$ cat config.mk
export PLATFORM = sky130hd
export DESIGN_NAME = turbo_iter_sched_flat
export DESIGN_NICKNAME = d
export VERILOG_FILES = /design/src/rtl/turbo_iter_sched_if.sv /design/src/rtl/turbo_iter_sched.sv /design/src/flat_wrapper.sv
export SDC_FILE = /design/constraint.sdc
export NUM_CORES = 1
export LEC_CHECK = 0
export BUFFER_PORTS_ARGS = -buffer_cell sky130_fd_sc_hd__buf_4
export CORE_MARGIN = 5
export CORE_UTILIZATION = 30
export CTS_CLUSTER_DIAMETER = 100
export DETAILED_ROUTE_END_ITERATION = 10
export PLACE_DENSITY = 0.58
export SYNTH_ARGS = -nofsm -noshare
export SYNTH_HDL_FRONTEND = slang
export SYNTH_SLANG_ARGS = --single-unit
$ cat constraint.sdc
create_clock -name clk -period 4.4 [get_ports clk]
set_clock_uncertainty 0.05 [all_clocks]
set_input_delay 0.66 -clock clk [delete_from_list [all_inputs] [get_ports clk]]
set_output_delay 0.66 -clock clk [all_outputs]
set_load 0.01 [all_outputs]
$ cat src/rtl/turbo_iter_sched_if.sv
// Handshake bundle between the turbo iteration scheduler and its surroundings:
// frame control and unit completions in, unit launches and frame status out.
interface turbo_iter_sched_if #(
  parameter int MAX_ITER = 8
) ();
  localparam int IW = $clog2(MAX_ITER + 1);

  logic          start;
  logic          abort;
  logic          early_stop;
  logic          alpha_out_valid;
  logic          beta_out_valid;
  logic          ext_out_valid;
  logic          alpha_in_valid;
  logic          beta_in_valid;
  logic          ext_in_valid;
  logic          dec_sel;
  logic [IW-1:0] iter;
  logic          busy;
  logic          frame_done;
  logic          timeout_err;

  // Control/datapath side.
  modport master (
    output start, abort, early_stop, alpha_out_valid, beta_out_valid, ext_out_valid,
    input  alpha_in_valid, beta_in_valid, ext_in_valid, dec_sel, iter, busy,
           frame_done, timeout_err
  );

  // Scheduler side.
  modport slave (
    input  start, abort, early_stop, alpha_out_valid, beta_out_valid, ext_out_valid,
    output alpha_in_valid, beta_in_valid, ext_in_valid, dec_sel, iter, busy,
           frame_done, timeout_err
  );
endinterface

$ cat src/rtl/turbo_iter_sched.sv
// Turbo decoder iteration scheduler: alternates alpha/beta then extrinsic passes
// for decoder 1 and decoder 2, with iteration count, early stop, abort and watchdog.
module turbo_iter_sched #(
  parameter int MAX_ITER = 8,
  parameter int TIMEOUT  = 1024,
  parameter int IW       = $clog2(MAX_ITER + 1)
) (
  input logic               clk,
  input logic               reset,
  turbo_iter_sched_if.slave sif
);
  localparam int WDW = $clog2(TIMEOUT);

  typedef enum logic [2:0] {
    IDLE, LAUNCH_AB, WAIT_AB, LAUNCH_EXT, WAIT_EXT, FINISH
  } state_t;

  state_t           state_q, state_d;
  logic             dec_sel_q, dec_sel_d;
  logic [IW-1:0]    iter_q, iter_d;
  logic             terr_q, terr_d;
  logic             a_done_q, a_done_d;
  logic             b_done_q, b_done_d;
  logic [WDW-1:0]   wd_q, wd_d;
  logic             alpha_iv_q, beta_iv_q, ext_iv_q, busy_q, done_q;

  logic             wd_expired;
  logic [IW-1:0]    iter_inc;

  // The current wait cycle is the TIMEOUT-th one when the counter shows TIMEOUT-1.
  assign wd_expired = (wd_q == WDW'(TIMEOUT - 1));
  assign iter_inc   = iter_q + IW'(1);

  // NOTE: every signal assigned in this block gets a default first, so no path
  // through the case leaves one unassigned and no latch is inferred.
  always_comb begin
    state_d   = state_q;
    dec_sel_d = dec_sel_q;
    iter_d    = iter_q;
    terr_d    = terr_q;
    a_done_d  = a_done_q;
    b_done_d  = b_done_q;
    wd_d      = wd_q;

    case (state_q)
      IDLE: begin
        if (sif.start) begin
          iter_d    = '0;
          dec_sel_d = 1'b0;
          terr_d    = 1'b0;
          state_d   = LAUNCH_AB;
        end
      end
      LAUNCH_AB: begin
        a_done_d = 1'b0;
        b_done_d = 1'b0;
        wd_d     = '0;
        state_d  = sif.abort ? FINISH : WAIT_AB;
      end
      WAIT_AB: begin
        a_done_d = a_done_q | sif.alpha_out_valid;
        b_done_d = b_done_q | sif.beta_out_valid;
        wd_d     = wd_q + WDW'(1);
        if (sif.abort) begin
          state_d = FINISH;
        end else if (a_done_d && b_done_d) begin
          state_d = LAUNCH_EXT;
        end else if (wd_expired) begin
          terr_d  = 1'b1;
          state_d = FINISH;
        end
      end
      LAUNCH_EXT: begin
        wd_d    = '0;
        state_d = sif.abort ? FINISH : WAIT_EXT;
      end
      WAIT_EXT: begin
        wd_d = wd_q + WDW'(1);
        if (sif.abort) begin
          state_d = FINISH;
        end else if (sif.ext_out_valid) begin
          if (!dec_sel_q) begin
            dec_sel_d = 1'b1;
            state_d   = LAUNCH_AB;
          end else begin
            // Decoder 2 closes a full iteration; early_stop only matters here.
            iter_d = iter_inc;
            if (sif.early_stop || iter_inc == IW'(MAX_ITER)) begin
              state_d = FINISH;
            end else begin
              dec_sel_d = 1'b0;
              state_d   = LAUNCH_AB;
            end
          end
        end else if (wd_expired) begin
          terr_d  = 1'b1;
          state_d = FINISH;
        end
      end
      FINISH:  state_d = IDLE;
      default: state_d = IDLE;
    endcase
  end

  // NOTE: state registers use non-blocking assignments so every flop samples
  // the pre-edge values regardless of statement order.
  always_ff @(posedge clk) begin
    if (reset) begin
      state_q    <= IDLE;
      dec_sel_q  <= 1'b0;
      iter_q     <= '0;
      terr_q     <= 1'b0;
      a_done_q   <= 1'b0;
      b_done_q   <= 1'b0;
      wd_q       <= '0;
      alpha_iv_q <= 1'b0;
      beta_iv_q  <= 1'b0;
      ext_iv_q   <= 1'b0;
      busy_q     <= 1'b0;
      done_q     <= 1'b0;
    end else begin
      state_q    <= state_d;
      dec_sel_q  <= dec_sel_d;
      iter_q     <= iter_d;
      terr_q     <= terr_d;
      a_done_q   <= a_done_d;
      b_done_q   <= b_done_d;
      wd_q       <= wd_d;
      // Outputs are decoded from the next state so they come straight off flops.
      alpha_iv_q <= (state_d == LAUNCH_AB);
      beta_iv_q  <= (state_d == LAUNCH_AB);
      ext_iv_q   <= (state_d == LAUNCH_EXT);
      busy_q     <= (state_d != IDLE);
      done_q     <= (state_d == FINISH);
    end
  end

  assign sif.alpha_in_valid = alpha_iv_q;
  assign sif.beta_in_valid  = beta_iv_q;
  assign sif.ext_in_valid   = ext_iv_q;
  assign sif.dec_sel        = dec_sel_q;
  assign sif.iter           = iter_q;
  assign sif.busy           = busy_q;
  assign sif.frame_done     = done_q;
  assign sif.timeout_err    = terr_q;
endmodule

$ cat src/flat_wrapper.sv
// flat-port wrapper written by rule: the top's interface ports become plain ports
module turbo_iter_sched_flat 
#(
  parameter int MAX_ITER = 8,
  parameter int TIMEOUT  = 1024,
  parameter int IW       = $clog2(MAX_ITER + 1)
)
  (clk, reset, sif_start, sif_abort, sif_early_stop, sif_alpha_out_valid, sif_beta_out_valid, sif_ext_out_valid, sif_alpha_in_valid, sif_beta_in_valid, sif_ext_in_valid, sif_dec_sel, sif_iter, sif_busy, sif_frame_done, sif_timeout_err);
  turbo_iter_sched_if #(.MAX_ITER(MAX_ITER)) sif_i ();
  input logic clk;
  input logic reset;
  input wire logic [$bits(sif_i.start)-1:0] sif_start;
  input wire logic [$bits(sif_i.abort)-1:0] sif_abort;
  input wire logic [$bits(sif_i.early_stop)-1:0] sif_early_stop;
  input wire logic [$bits(sif_i.alpha_out_valid)-1:0] sif_alpha_out_valid;
  input wire logic [$bits(sif_i.beta_out_valid)-1:0] sif_beta_out_valid;
  input wire logic [$bits(sif_i.ext_out_valid)-1:0] sif_ext_out_valid;
  output wire logic [$bits(sif_i.alpha_in_valid)-1:0] sif_alpha_in_valid;
  output wire logic [$bits(sif_i.beta_in_valid)-1:0] sif_beta_in_valid;
  output wire logic [$bits(sif_i.ext_in_valid)-1:0] sif_ext_in_valid;
  output wire logic [$bits(sif_i.dec_sel)-1:0] sif_dec_sel;
  output wire logic [$bits(sif_i.iter)-1:0] sif_iter;
  output wire logic [$bits(sif_i.busy)-1:0] sif_busy;
  output wire logic [$bits(sif_i.frame_done)-1:0] sif_frame_done;
  output wire logic [$bits(sif_i.timeout_err)-1:0] sif_timeout_err;
  assign sif_i.start = sif_start;
  assign sif_i.abort = sif_abort;
  assign sif_i.early_stop = sif_early_stop;
  assign sif_i.alpha_out_valid = sif_alpha_out_valid;
  assign sif_i.beta_out_valid = sif_beta_out_valid;
  assign sif_i.ext_out_valid = sif_ext_out_valid;
  assign sif_alpha_in_valid = sif_i.alpha_in_valid;
  assign sif_beta_in_valid = sif_i.beta_in_valid;
  assign sif_ext_in_valid = sif_i.ext_in_valid;
  assign sif_dec_sel = sif_i.dec_sel;
  assign sif_iter = sif_i.iter;
  assign sif_busy = sif_i.busy;
  assign sif_frame_done = sif_i.frame_done;
  assign sif_timeout_err = sif_i.timeout_err;
  turbo_iter_sched #(.MAX_ITER(MAX_ITER), .TIMEOUT(TIMEOUT), .IW(IW)) u_core (.clk(clk), .reset(reset), .sif(sif_i));
endmodule
Word-level counts from Yosys, hierarchy flattened
Index checks and enable logic that the tools add are counted.
{"block": "totals", "register_bits": 25, "out_inout_bits": 11, "elab_cells": 75}
{"block": "classes", "n_addsub": 2, "eq_ne": 16, "n_mux": 31, "bitwise": 2, "reduce_logical": 13}
{"cell": "$mux W3", "count": 9}
{"cell": "$pmux W10 S2", "count": 1}
{"cell": "$mux W4", "count": 4}
{"cell": "$pmux W3 S5", "count": 1}
{"cell": "$ne A2 B2 Y1 const B", "count": 6}
{"cell": "$mux W1", "count": 11}
{"cell": "$add A10 B1 Y10 const B", "count": 1}
{"cell": "$eq A10 B10 Y1 const B", "count": 1}
{"cell": "$eq A3 B2 Y1 const B", "count": 3}
{"cell": "$pmux W4 S2", "count": 1}
{"cell": "$eq A3 B1 Y1 const B", "count": 2}
{"cell": "$eq A3 B3 Y1 const B", "count": 2}
{"cell": "$pmux W1 S2", "count": 3}
{"cell": "$reduce_and A6 Y1", "count": 1}
{"cell": "$reduce_bool A2 Y1", "count": 3}
{"cell": "$reduce_bool A3 Y1", "count": 2}
{"cell": "$reduce_and A5 Y1", "count": 1}
{"cell": "$add A4 B1 Y4 const B", "count": 1}
{"cell": "$eq A4 B4 Y1 const B", "count": 1}
{"cell": "$reduce_and A4 Y1", "count": 1}
{"cell": "$reduce_or A2 Y1", "count": 2}
{"cell": "$logic_not A3 Y1", "count": 1}
{"cell": "$pmux W1 S3", "count": 1}
{"cell": "$ne A2 B1 Y1 const B", "count": 1}
{"cell": "3 further kinds", "count": 4}

Depth between registers and ports, before layout
{"block": "depth", "word_depth": 9, "depth_mapped": 7}

Least setup slack after synthesis
OpenSTA, ideal clock, no wires.
{"block": "synth_timing", "path_type": "reg-to-reg", "from": "register u_core.wd_q[0]", "to": "register u_core.alpha_iv_q, in the netlist u_core.sif.alpha_in_valid", "setup_time_ns": 0.060, "arrival_ns": 1.668, "required_ns": 4.290, "slack_ns": 2.622, "path_stages_with_launch": 7, "period_less_slack_ns": 1.778, "path_cell_list": "dfxtp_1 ha_1 nand3_1 or4_1 a31oi_1 o21bai_1 and3b_1"}
{"block": "synth_via", "elab_chain_cells": 6}
{"element": "from (decl)", "line_no": "turbo_iter_sched.sv:24", "rtl": "logic [WDW-1:0] wd_q, wd_d;"}
{"element": "from (signal assigned)", "line_no": "turbo_iter_sched.sv:128", "rtl": "wd_q <= wd_d;"}
{"element": "$eq A10 B10 Y1 (*)", "line_no": "turbo_iter_sched.sv:31", "rtl": "assign wd_expired = (wd_q == WDW'(TIMEOUT - 1));"}
{"element": "$mux W3 (*)", "line_no": "turbo_iter_sched.sv:68, turbo_iter_sched.sv:95"}
{"element": "$mux W3 (on tied branches)", "line_no": "turbo_iter_sched.sv:81, turbo_iter_sched.sv:66"}
{"element": "$mux W3 (on tied branches)", "line_no": "turbo_iter_sched.sv:79, turbo_iter_sched.sv:64"}
{"element": "$pmux W3 S5 (*)", "line_no": "turbo_iter_sched.sv:45", "rtl": "case (state_q)"}
{"element": "$eq A3 B1 Y1 (*)", "line_no": "turbo_iter_sched.sv:130", "rtl": "alpha_iv_q <= (state_d == LAUNCH_AB);"}
{"element": "to (signal assigned)", "line_no": "turbo_iter_sched.sv:130"}
{"element": "to (decl)", "line_no": "turbo_iter_sched.sv:25", "rtl": "logic alpha_iv_q, beta_iv_q, ext_iv_q, busy_q, done_q;"}
Every way passes the cells marked *; elsewhere a longest branch is shown, timed or not.
A chain may end at the register's enable or synchronous reset.

Worst setup path after layout
{"block": "layout_timing", "from": "register u_core.state_q[2]", "to": "register u_core.wd_q[5]"}
{"block": "layout_via", "elab_chain_cells": 3}
{"element": "from (decl)", "line_no": "turbo_iter_sched.sv:18", "rtl": "state_t state_q, state_d;"}
{"element": "from (signal assigned)", "line_no": "turbo_iter_sched.sv:122", "rtl": "state_q <= state_d;"}
{"element": "$eq A3 B2 Y1 (tied with other cells)", "line_no": "turbo_iter_sched.sv:45"}
{"element": "$reduce_or A2 Y1 (no source line)"}
{"element": "$pmux W10 S2 or $reduce_bool A2 Y1 (tied branches)"}
Parallel ways exist; a longest one is shown, timed or not.

==> impl_metrics.toml <==
[detailed_routing]
drc = 0
via_per_inst = 5.28
postRouteAntennaNets = 0
wl_um = 3070
drt_iter0_drc = 130
dr.pass1.iters = 4
wl_per_cell_um = 13.3
vias = 1225

[worst_setup_path]
worstPathCellList = "xnor2_1 -> nor3_1 -> and3_1 -> mux2_2 -> nor2_1"
critPathBufInv = 0
critPathKind = "flip-flop to flip-flop"
worstRegToRegCells = 5
required_ps = 4560
reg2reg_slack_ps = 2070
cp_max_fo = 24
reg2reg_to = "u_core.wd_q[5]"
crit_slowest_cell = "dfxtp_1"
path_delay_family = "simple AND/OR/NAND/NOR gates"
max_stage_delay_ps = 780
crit_arrival_ps = 2490
end_kind = "flip-flop"
worstSetupStartpointType = "flip-flop"
critical_path.startpoint = "u_core.state_q[2]"
r2r_start = "u_core.state_q[2]"

[hold_path]
hold_depth = 2
hp-start = "u_core.wd_q[4]"
hp-class = "flip-flop to flip-flop"
whs_endpoint = "u_core.wd_q[4]"

[power]
seqPwrFrac = 0.560
share_comb_of_total_power = 0.124
ir_drop_mv = 0.140
pwr-share-clk = 0.316
leakage_uw = 0.000578
p_int_uw = 320
p_per_area_nw_per_um2 = 277
swShare = 0.254
switchingPower_uw = 109

[die]
core_sq_um = 4350
die_area_sq_um = 5950
rows = 24
die_x_um = 77.1
die_y_um = 77.1
ioPinCount = 19
start_util = 0.311

[layout]
fin_area_sq_um = 1550
fillers = 444
area_growth_pct = 14.5
finalNetCount = 191
diodes = 0
drive_gt1_frac = 0.161
final_util = 0.356

[grt]
overflow = 0
grt_use_total = 0.105
grt_first_pass_wirelength_um = 5350
antenna_found_initial = 0
grt_pass1_vias = 1139
grt_max_degree = 25

[yosys]
synth_warnings = 0
synth_nets = 178
synth_edf_count = 0
syn-cell-area_sq_um = 1350
synthCells = 168
ys_types = 48
ys_async_sr_fraction = 0
ys_seq_area_frac = 0.370
avgSynthCellArea_sq_um = 8.05
ys_ff_latch = 25
ys.flop_type = "dfxtp_1"

[placement]
dpl.hpwl_um = 2170
dpl-instance-area_sq_um = 1500
io_buffer_count = 18
place.gp.congestion = 0.736
dp_slack_ps = 2140

[sta]
tightestPinTransition_ps = 700
period_share = 0.529
fin_ws_ps = 2070
min_period_ps = 2330
hold_violations = 0
max_freq_mhz = 429
fin_tns_setup_ps = 0
rsz0062_at_grt = "false"
fin_hold_ws_ps = 465
slew_viol_final = 0
maxSlewHeadroom = 0.533
finalSetupViolations = 0

[clock_tree]
cts_buffers = 3
hold_buffers = 0
clock_sinks = 25
clk_pin_slew_worst_paths_ps = 90
cts_setup_buffers = 0
post_cts_resized = 0
cts_root_buf = "clkbuf_8"
cts_tree = "built"
clkLatencyLatePin_ps = 260
h-tree-depth = 1
cts_buffer_depth = 2

[outcome]
status = "finished, final reports clean"

[flow_run]
maxCapViolCount = 0
per-stage QoR:
stage,total power (uW),instances
5_1_grt,455,232
4_1_cts,439,232
3_5_place_dp,298,228
2_1_floorplan,281,168
3_3_place_gp,298,228
6_report,429,232
how the worst max path moves through the flow:
stage | end | depth (start not counted) | slack, ps
floorplan | u_core.sif.alpha_in_valid | 6 | 2620
global placement | u_core.wd_q[5] | 5 | 2210
detailed placement | u_core.wd_q[5] | 5 | 2140
CTS | u_core.wd_q[5] | 5 | 2110
global route | u_core.wd_q[5] | 5 | 1940
finish | u_core.wd_q[5] | 5 | 2070
synthesized netlist by cell type, types with 3 or more instances:
library cell / count / area, sq um
a22oi_1: 3 / 22.5
nand2_1: 16 / 60.1
dfxtp_1: 25 / 500
nand3b_1: 3 / 22.5
a31oi_1: 3 / 18.8
a21o_1: 4 / 30.0
and3_1: 5 / 31.3
nor2_1: 22 / 82.6
mux2_2: 3 / 33.8
clkbuf_1: 5 / 18.8
a21oi_1: 12 / 60.1
nor2b_1: 3 / 18.8
xnor2_1: 3 / 26.3
nor3_1: 4 / 20.0
nand3_1: 7 / 35.0
o21ai_0: 5 / 25.0
metal layers:
| metal | track usage | routed length [um] | up-vias |
|---|---|---|---|
| met5 | 0 | 0 | - |
| met4 | 0.0412 | 35 | 0 |
| met3 | 0.0141 | 123 | 2 |
| met2 | 0.157 | 1380 | 21 |
| met1 | 0.152 | 1540 | 565 |
| li1 | - | - | 637 |
power by group through the flow:
stage | Sequential, uW | Combinational, uW | Clock (uW)
2_1_floorplan | 240 | 41.4 | 0
3_3_place_gp | 245 | 53.2 | 0
3_5_place_dp | 245 | 52.7 | 0
4_1_cts | 240 | 53.4 | 145
5_1_grt | 242 | 58.7 | 154
6_report | 240 | 53.1 | 135
kinds of logic after synthesis:
group | share of synthesized area
and+or+nand+nor | 0.288
muxes | 0.0324
buffers and inverters | 0.0416
xor gates and xnor gates | 0.0259
adders and majority gates | 0.0185
DFF | 0.370
AOI/OAI and AO/OA | 0.224
placed cells by master (no fill, tap or decap), types with 3 or more instances in the layout:
cell	n
a21o_1	4
buf_4	18
nand3b_1	3
a31oi_1	3
nor2_1	22
clkbuf_8	3
nand3_1	7
a21oi_1	12
nand2_1	16
o21ai_0	5
xnor2_1	3
mux2_2	3
nor2b_1	3
a22oi_1	3
and3_1	5
nor3_1	4
dfxtp_1	25
tightest hold or removal path: cells and delay by family, from the launching register on:
| family | cells | cell delay, ps |
|---|---|---|
| AO/OA/AOI/OAI | 1 | 60 |
| AND/OR/NAND/NOR | 1 | 70 |
| flip-flops | 1 | 350 |
sequential cells by signal, indices dropped and copies added (netlist names):
| signal | flops |
|---|---|
| u_core.sif.timeout_err | 1 |
| u_core.sif.busy | 1 |
| u_core.sif.iter | 4 |
| u_core.wd_q | 10 |
| u_core.sif.alpha_in_valid | 1 |
| u_core.state_q | 3 |
| u_core.sif.dec_sel | 1 |
| u_core.a_done_q | 1 |
| u_core.sif.ext_in_valid | 1 |
| u_core.sif.frame_done | 1 |
| u_core.b_done_q | 1 |
final cells by class:
type / instances / area (sq um) / area share
inverters: 2 / 7.51 / 0.00485
multi-input cells: 131 / 796 / 0.514
repair buffers: 18 / 135 / 0.0872
clock buffers: 4 / 45.0 / 0.0291
flip-flops and latches: 25 / 500 / 0.323
well taps: 52 / 65.1 / 0.0420
Note: power is estimated with default switching activity, not from simulation.
